**config.mk**
```make
export PLATFORM = sky130hd
export DESIGN_NAME = nv_nvdla_pdp_pool1d_lane_flat
export DESIGN_NICKNAME = d
export VERILOG_FILES = /design/src/rtl/nv_nvdla_pdp_pool1d_lane_if.sv /design/src/rtl/nv_nvdla_pdp_pool1d_lane.sv /design/src/flat_wrapper.sv
export SDC_FILE = /design/constraint.sdc
export NUM_CORES = 1
export LEC_CHECK = 0
export ABC_AREA = 1
export ABC_CLOCK_PERIOD_IN_PS = 11900
export BUFFER_PORTS_ARGS = -buffer_cell sky130_fd_sc_hd__buf_4
export CAP_MARGIN = 30
export CORE_AREA = 2 2 207 209
export DETAILED_ROUTE_END_ITERATION = 16
export DIE_AREA = 0 0 209 211
export MAX_ROUTING_LAYER = met4
export PLACE_DENSITY = 0.66
export SLEW_MARGIN = 15
export SYNTH_ARGS = -nofsm -noshare
export SYNTH_HDL_FRONTEND = slang
export SYNTH_SLANG_ARGS = --single-unit
```
**constraint.sdc**
```tcl
create_clock -name nvdla_core_clk -period 11.9 [get_ports nvdla_core_clk]
set_input_delay 1.19 -clock nvdla_core_clk [delete_from_list [all_inputs] [get_ports nvdla_core_clk]]
set_output_delay 1.19 -clock nvdla_core_clk [all_outputs]
set_load 0.02 [all_outputs]
```
**src/rtl/nv_nvdla_pdp_pool1d_lane_if.sv**
```systemverilog
// Valid/ready/payload bundle for the 1-D pooling lane.
// A master drives pvld/pd and the slave returns prdy.
interface nv_nvdla_pdp_pool1d_lane_if #(
    parameter int unsigned PW = 8
);
    logic          pvld;
    logic          prdy;
    logic [PW-1:0] pd;

    modport master (output pvld, output pd, input prdy);
    modport slave  (input pvld, input pd, output prdy);
endinterface

```
**src/rtl/nv_nvdla_pdp_pool1d_lane.sv**
```systemverilog
// 1-D sliding-window pooling (sum/max/min) over one line of LANES-wide beats.
// Optional left/right padding is enabled by defining NVDLA_PDP_POOL1D_PAD_EN.
module nv_nvdla_pdp_pool1d_lane #(
    parameter int unsigned LANES = 1,
    parameter int unsigned DW    = 8,
    parameter int unsigned KMAX  = 8
) (
    input  logic                   nvdla_core_clk,
    input  logic                   nvdla_core_rstn,
    input  logic [2:0]             cfg_kernel_width,
    input  logic [3:0]             cfg_stride,
    input  logic [1:0]             cfg_pool_type,
    input  logic [12:0]            cfg_line_width,
`ifdef NVDLA_PDP_POOL1D_PAD_EN
    input  logic [2:0]             cfg_pad_left,
    input  logic [2:0]             cfg_pad_right,
    input  logic [DW+2:0]          cfg_pad_value,
`endif
    nv_nvdla_pdp_pool1d_lane_if.slave  pre2pool,
    nv_nvdla_pdp_pool1d_lane_if.master pool2out,
    output logic                   busy
);
    localparam int unsigned OW = DW + 3;
    localparam int unsigned SW = (KMAX > 1) ? $clog2(KMAX) : 1;

    typedef enum logic [2:0] {StIdle, StPadL, StData, StPadR, StDrain} state_e;
    typedef logic [LANES-1:0][OW-1:0] vec_t;

    logic [2:0]    pl_in, pr_in;
    logic [OW-1:0] pad_in;
`ifdef NVDLA_PDP_POOL1D_PAD_EN
    assign pl_in  = cfg_pad_left;
    assign pr_in  = cfg_pad_right;
    assign pad_in = cfg_pad_value;
`else
    assign pl_in  = '0;
    assign pr_in  = '0;
    assign pad_in = '0;
`endif

    state_e             state_q, state_d;
    logic [2:0]         kw_q, kw_d, pl_q, pl_d, pr_q, pr_d;
    logic [3:0]         st_q, st_d, s_cnt_q, s_cnt_d;
    logic [1:0]         pt_q, pt_d;
    logic [12:0]        lw_q, lw_d, cnt_q, cnt_d;
    logic [OW-1:0]      pad_q, pad_d;
    logic [SW-1:0]      wr_ptr_q, wr_ptr_d;
    logic [KMAX-1:0]    slot_vld_q, slot_vld_d, slot_seen_q, slot_seen_d, close_v;
    logic [KMAX-1:0][2:0] slot_cnt_q, slot_cnt_d;
    vec_t [KMAX-1:0]    slot_acc_q, slot_acc_d;
    logic               out_vld_q, out_vld_d;
    vec_t               out_pd_q, out_pd_d;

    logic out_free, proc, is_pad, skip, start, in_prdy, opening;
    vec_t pix;

    function automatic logic [OW-1:0] combine(input logic [OW-1:0] acc, input logic [OW-1:0] px,
                                              input logic seen, input logic skp,
                                              input logic [1:0] pt);
        logic [OW-1:0] r;
        unique case (pt)
            2'd1:    r = skp ? acc : (!seen ? px : (($signed(px) > $signed(acc)) ? px : acc));
            2'd2:    r = skp ? acc : (!seen ? px : (($signed(px) < $signed(acc)) ? px : acc));
            default: r = acc + px;
        endcase
        return r;
    endfunction

    assign out_free      = ~out_vld_q | pool2out.prdy;
    assign pre2pool.prdy = in_prdy;
    assign pool2out.pvld = out_vld_q;
    assign pool2out.pd   = out_pd_q;
    assign busy          = (state_q != StIdle);
    assign opening       = (s_cnt_q == 4'd0);

    always_comb begin
        state_d     = state_q;
        kw_d        = kw_q;
        st_d        = st_q;
        pt_d        = pt_q;
        lw_d        = lw_q;
        pl_d        = pl_q;
        pr_d        = pr_q;
        pad_d       = pad_q;
        cnt_d       = cnt_q;
        s_cnt_d     = s_cnt_q;
        wr_ptr_d    = wr_ptr_q;
        slot_vld_d  = slot_vld_q;
        slot_seen_d = slot_seen_q;
        slot_cnt_d  = slot_cnt_q;
        slot_acc_d  = slot_acc_q;
        close_v     = '0;
        out_vld_d   = out_vld_q & ~pool2out.prdy;
        out_pd_d    = out_pd_q;
        in_prdy     = 1'b0;
        proc        = 1'b0;
        is_pad      = 1'b1;
        start       = 1'b0;

        unique case (state_q)
            StIdle: start = pre2pool.pvld;
            StPadL: begin
                proc = out_free;
                if (proc) begin
                    if (cnt_q == {10'd0, pl_q} - 13'd1) begin
                        cnt_d   = '0;
                        state_d = StData;
                    end else begin
                        cnt_d = cnt_q + 13'd1;
                    end
                end
            end
            StData: begin
                in_prdy = out_free;
                is_pad  = 1'b0;
                proc    = pre2pool.pvld & out_free;
                if (proc) begin
                    if (cnt_q == lw_q) begin
                        cnt_d   = '0;
                        state_d = (pr_q != 3'd0) ? StPadR : StDrain;
                    end else begin
                        cnt_d = cnt_q + 13'd1;
                    end
                end
            end
            StPadR: begin
                proc = out_free;
                if (proc) begin
                    if (cnt_q == {10'd0, pr_q} - 13'd1) begin
                        cnt_d   = '0;
                        state_d = StDrain;
                    end else begin
                        cnt_d = cnt_q + 13'd1;
                    end
                end
            end
            StDrain: begin
                if (out_free) begin
                    if (pre2pool.pvld) start = 1'b1;
                    else               state_d = StIdle;
                end
            end
            default: state_d = StIdle;
        endcase

        // Configuration is captured only when a new line begins.
        if (start) begin
            kw_d    = cfg_kernel_width;
            st_d    = cfg_stride;
            pt_d    = cfg_pool_type;
            lw_d    = cfg_line_width;
            pl_d    = pl_in;
            pr_d    = pr_in;
            pad_d   = pad_in;
            cnt_d   = '0;
            state_d = (pl_in != 3'd0) ? StPadL : StData;
        end

        // Windows left partially covered at line end are discarded here.
        if (state_q == StIdle || state_q == StDrain) begin
            slot_vld_d = '0;
            s_cnt_d    = '0;
            wr_ptr_d   = '0;
        end

        for (int l = 0; l < LANES; l++) begin
            pix[l] = is_pad ? pad_q
                            : {{3{pre2pool.pd[l*DW+DW-1]}}, pre2pool.pd[l*DW +: DW]};
        end
        skip = is_pad & ((pt_q == 2'd1) | (pt_q == 2'd2));

        if (proc) begin
            if (opening) begin
                s_cnt_d  = st_q;
                wr_ptr_d = (wr_ptr_q == SW'(KMAX - 1)) ? '0 : wr_ptr_q + 1'b1;
            end else begin
                s_cnt_d = s_cnt_q - 4'd1;
            end
            for (int i = 0; i < KMAX; i++) begin
                if (opening && wr_ptr_q == SW'(i)) begin
                    slot_vld_d[i]  = 1'b1;
                    slot_cnt_d[i]  = '0;
                    slot_seen_d[i] = ~skip;
                    slot_acc_d[i]  = skip ? '0 : pix;
                    close_v[i]     = (kw_q == 3'd0);
                end else if (slot_vld_q[i]) begin
                    slot_cnt_d[i]  = slot_cnt_q[i] + 3'd1;
                    slot_seen_d[i] = slot_seen_q[i] | ~skip;
                    for (int l = 0; l < LANES; l++) begin
                        slot_acc_d[i][l] = combine(slot_acc_q[i][l], pix[l], slot_seen_q[i],
                                                   skip, pt_q);
                    end
                    close_v[i] = (slot_cnt_q[i] + 3'd1 == kw_q);
                end
                if (close_v[i]) begin
                    slot_vld_d[i] = 1'b0;
                    out_vld_d     = 1'b1;
                    out_pd_d      = slot_acc_d[i];
                end
            end
        end
    end

    always_ff @(posedge nvdla_core_clk or negedge nvdla_core_rstn) begin
        if (!nvdla_core_rstn) begin
            state_q     <= StIdle;
            kw_q        <= '0;
            st_q        <= '0;
            pt_q        <= '0;
            lw_q        <= '0;
            pl_q        <= '0;
            pr_q        <= '0;
            pad_q       <= '0;
            cnt_q       <= '0;
            s_cnt_q     <= '0;
            wr_ptr_q    <= '0;
            slot_vld_q  <= '0;
            slot_seen_q <= '0;
            slot_cnt_q  <= '0;
            slot_acc_q  <= '0;
            out_vld_q   <= 1'b0;
            out_pd_q    <= '0;
        end else begin
            state_q     <= state_d;
            kw_q        <= kw_d;
            st_q        <= st_d;
            pt_q        <= pt_d;
            lw_q        <= lw_d;
            pl_q        <= pl_d;
            pr_q        <= pr_d;
            pad_q       <= pad_d;
            cnt_q       <= cnt_d;
            s_cnt_q     <= s_cnt_d;
            wr_ptr_q    <= wr_ptr_d;
            slot_vld_q  <= slot_vld_d;
            slot_seen_q <= slot_seen_d;
            slot_cnt_q  <= slot_cnt_d;
            slot_acc_q  <= slot_acc_d;
            out_vld_q   <= out_vld_d;
            out_pd_q    <= out_pd_d;
        end
    end
endmodule

```
**src/flat_wrapper.sv**
```systemverilog
// flat-port wrapper written by rule: the top's interface ports become plain ports
module nv_nvdla_pdp_pool1d_lane_flat 
#(
    parameter int unsigned LANES = 1,
    parameter int unsigned DW    = 8,
    parameter int unsigned KMAX  = 8
)
  (nvdla_core_clk, nvdla_core_rstn, cfg_kernel_width, cfg_stride, cfg_pool_type, cfg_line_width, busy, pre2pool_pvld, pre2pool_pd, pre2pool_prdy, pool2out_pvld, pool2out_pd, pool2out_prdy);
  nv_nvdla_pdp_pool1d_lane_if #(.PW(8)) pre2pool_i ();
  nv_nvdla_pdp_pool1d_lane_if #(.PW(11)) pool2out_i ();
  input  logic nvdla_core_clk;
  input  logic nvdla_core_rstn;
  input  logic [2:0] cfg_kernel_width;
  input  logic [3:0] cfg_stride;
  input  logic [1:0] cfg_pool_type;
  input  logic [12:0] cfg_line_width;
  output logic busy;
  input wire logic [$bits(pre2pool_i.pvld)-1:0] pre2pool_pvld;
  input wire logic [$bits(pre2pool_i.pd)-1:0] pre2pool_pd;
  output wire logic [$bits(pre2pool_i.prdy)-1:0] pre2pool_prdy;
  output wire logic [$bits(pool2out_i.pvld)-1:0] pool2out_pvld;
  output wire logic [$bits(pool2out_i.pd)-1:0] pool2out_pd;
  input wire logic [$bits(pool2out_i.prdy)-1:0] pool2out_prdy;
  assign pre2pool_i.pvld = pre2pool_pvld;
  assign pre2pool_i.pd = pre2pool_pd;
  assign pre2pool_prdy = pre2pool_i.prdy;
  assign pool2out_pvld = pool2out_i.pvld;
  assign pool2out_pd = pool2out_i.pd;
  assign pool2out_i.prdy = pool2out_prdy;
  nv_nvdla_pdp_pool1d_lane #(.LANES(LANES), .DW(DW), .KMAX(KMAX)) u_core (.nvdla_core_clk(nvdla_core_clk), .nvdla_core_rstn(nvdla_core_rstn), .cfg_kernel_width(cfg_kernel_width), .cfg_stride(cfg_stride), .cfg_pool_type(cfg_pool_type), .cfg_line_width(cfg_line_width), .pre2pool(pre2pool_i), .pool2out(pool2out_i), .busy(busy));
endmodule
```
==> results_dict.tcl <==
set metrics [dict create \
    status "complete, no violations" \
    hpwl_microns 53100 \
    cp-start-kind "flip-flop" \
    crit_fanout 18 \
    synth_seq_cells 184 \
    synth_area_leaders "dfrtp_1 (22%), nand2_1 (21%), ha_1 (10%)" \
    die_x_microns 209 \
    routed_wl_microns 76400 \
    max-clock-path-buffers 2 \
    crit_path_max_incr_delay_ps 690 \
    first_iter_violations 2560 \
    crit_path_end_kind "flip-flop" \
    nFillCells 4233 \
    cp_top_family "buffers and inverters" \
    fp.dieH_microns 211 \
    yosysWarnings 0 \
    synthSimpleGateAreaFrac_pct 33.5 \
    syn-num-nets 3645 \
    p_total_mw 6.65 \
    synthArstFlopShare_pct 100 \
    relSlewSlack_pct 33.5 \
    peakVddDrop_v 0.000385 \
    clock_skew_ps 9.84 \
    p_leak_nw 12.0 \
    rsz0062_at_grt "no" \
    synth_compound_area_share_pct 20.2 \
    r2r_end "u_core.pool2out.pd[5]" \
    diodes 0 \
    r2r_start "u_core.state_q[1]" \
    synthesis.area_sq_mm 0.0208 \
    htreeDepth 4 \
    syn_avg_cell_area_sq_um 6.06 \
    vias_per_cell 5.86 \
    post_cts_buffers 0 \
    synthCells 3430 \
    cts_sinks 184 \
    synth_edf_count 0 \
    dr.pass1.iters 6 \
    cts_resized 0 \
    cpMostUsedCell "nand2_1" \
    synthDistinctLibCells 55 \
    synth_top_family_by_area "simple AND/OR/NAND/NOR gates" \
    reg2reg_slack_ps 6170 \
    finalCriticalPeriod_ps 5730 \
    r2r_cells 34 \
    holdCritStartpoint "u_core.st_q[2]" \
    avgRoutedWirePerCell_microns 19.4 \
    worstPathRequired_ps 12270 \
    clock_latency_ps 480 \
    io-pin-count 48 \
    grt_remaining_overflow 0 \
    fmax_mhz 175 \
    min_path_type "reg2reg" \
    grt_pass1_vias 21600 \
    grt_start_max_net_pins 148 \
    final_nets 3611 \
    clk_pin_slew_ps 80 \
    yosys.area.top_type_share_pct 22.1 \
    cts_root_buffer "clkbuf_16" \
    antenna_found_initial 0 \
    synthXorXnorAreaFrac_pct 2.57 \
    crit_type "reg2reg" \
    cts_made_buffers 17 \
    drc 0 \
    hold_viol 0 \
    via_count 23100 \
    synth_top_cell_by_area "dfrtp_1" \
    final_layout_size_suffix_gt1_share_pct 5.78 \
    seq_area_frac_synth_pct 22.1 \
    holdPathStages 2 \
    cts_hold_buf 0 \
    synthTopCellsByCount "nand2_1 (1,182), inv_1 (406), o21ai_0 (277)" \
    setup_viol 0 \
    synthToLayoutAreaGrowth_pct 6.59 \
    die_area_sq_mm 0.0441 \
    start_util_pct 49.8 \
    port_buffers 47 \
    cpMaxStageDelayCell "clkinv_1" \
    p_per_area_mw_per_mm2 300 \
    synthFlopType "dfrtp_1" \
    worst_pin_slew_ps 992 \
    fin_crit_sh_pct 48.1 \
    gp_congestion 0.992 \
    muxShareOfSynthArea_pct 0 \
    tns_ps 0 \
    critPathArrivalTime_ps 6100 \
    grt_pass1_wl_microns 119000 \
    yosys.area_share.adder_pct 11.2 \
    core_area_sq_mm 0.0418 \
    ant_nets 0 \
    drv_cap 0 \
    num_rows 75 \
    yosysMostFrequentCell "nand2_1" \
    cts_tree "yes" \
    grt_use_total_pct 35.6 \
    drv_slew 0 \
    hold_end "u_core.st_q[2]" \
    worst-path-buf-inv 7 \
]
per-layer routing:
layer	global-route usage, %	part of all wire, %	wire length [microns]	up-vias
met4	15.8	4.1	3100	0
met1	46.4	43	33100	10700
met5	-	0	0	-
met3	6.84	9.2	7070	187
li1	-	-	-	11100
met2	53.9	43	33200	1168
cell families (layout without fill, tap and decap cells):
family,count (synthesis),in the layout
buffers and inverters,562,540
flip-flops,184,184
XOR/XNOR,61,61
adder cells (fa/ha/maj),181,181
AND/OR/NAND/NOR,1689,1689
AO/OA/AOI/OAI,753,753
tightest hold or removal path: stages, from the launching register on:
cell and delay (ps):
dfrtp_1 350, nand2_1 60, nand2_1 50
cell type report:
cell class	instances	area, sq um	area share [%]
Timing Repair Buffer	78	619	2.79
Multi-Input combinational cell	2684	14100	63.5
Clock inverter	12	133	0.598
Inverter	431	1620	7.30
Tap cell	539	674	3.04
Clock buffer	19	453	2.04
Sequential cell	184	4600	20.8
metrics by stage:
| step | instance area (sq um) | setup slack (ps) | hold slack, ps | utilization (%) | std cells |
|---|---|---|---|---|---|
| after floorplan | 20800 | 6270 | 444 | - | 3430 |
| after global placement | 21600 | 6250 | 465 | 51.6 | 3914 |
| after detailed placement | 21600 | 6230 | 473 | 51.7 | 3915 |
| after CTS | 22200 | 6390 | 493 | 53.1 | 3946 |
| after global routing | 22200 | 5860 | 513 | 53.1 | 3947 |
| final | 22200 | 6170 | 489 | 53.1 | 3947 |
flip-flops by register name, indices dropped and copies added, names as in the netlist:
name and flops:
u_core.lw_q 13, u_core.s_cnt_q 4, u_core.kw_q 3, u_core.slot_acc_q 88
u_core.state_q 2, u_core.wr_ptr_q 3, u_core.pt_q 2, u_core.cnt_q 13
u_core.st_q 4, u_core.pool2out.pd 11, u_core.slot_cnt_q 24, u_core.slot_seen_q 8
u_core.slot_vld_q 8, u_core.pool2out.pvld 1
power by group:
group / switching, mW / internal, mW
clock network: 0.297 / 0.307
logic: 3.53 / 1.45
registers: 0.246 / 0.824
total: 4.07 / 2.58
cell usage in the layout, fill, tap and decap left out, drive strengths merged, types with 2 or more instances in the layout:
| cell | count |
|---|---|
| a21oi | 241 |
| nor2 | 192 |
| ha | 173 |
| nand2 | 1209 |
| clkinv | 10 |
| o22ai | 42 |
| nor4 | 8 |
| o21a | 3 |
| buf | 77 |
| or2 | 8 |
| o21ai | 325 |
| nor3 | 37 |
| o211ai | 17 |
| nand4 | 28 |
| inv | 431 |
| xor2 | 33 |
| o2111ai | 5 |
| dfrtp | 184 |
| a31oi | 37 |
| a32o | 5 |
| nand3 | 205 |
| clkbuf | 20 |
| a21boi | 5 |
| a21o | 6 |
| o221ai | 3 |
| a211oi | 8 |
| a22oi | 29 |
| fa | 8 |
| o21bai | 11 |
| o31ai | 2 |
| a221oi | 10 |
| xnor2 | 28 |
how the worst max path moves through the flow:
stage                                        to  depth (start not counted)              start
after CTS                 u_core.pool2out.pd[5]                         34  u_core.state_q[1]
after detailed placement  u_core.pool2out.pd[5]                         31     pre2pool_pd[5]
after global placement    u_core.pool2out.pd[5]                         31     pre2pool_pd[5]
final                     u_core.pool2out.pd[5]                         34  u_core.state_q[1]
after global routing      u_core.pool2out.pd[5]                         34  u_core.state_q[1]
after floorplan           u_core.pool2out.pd[7]                         28     pre2pool_pd[7]
Note: power is estimated with default switching activity, not from simulation.
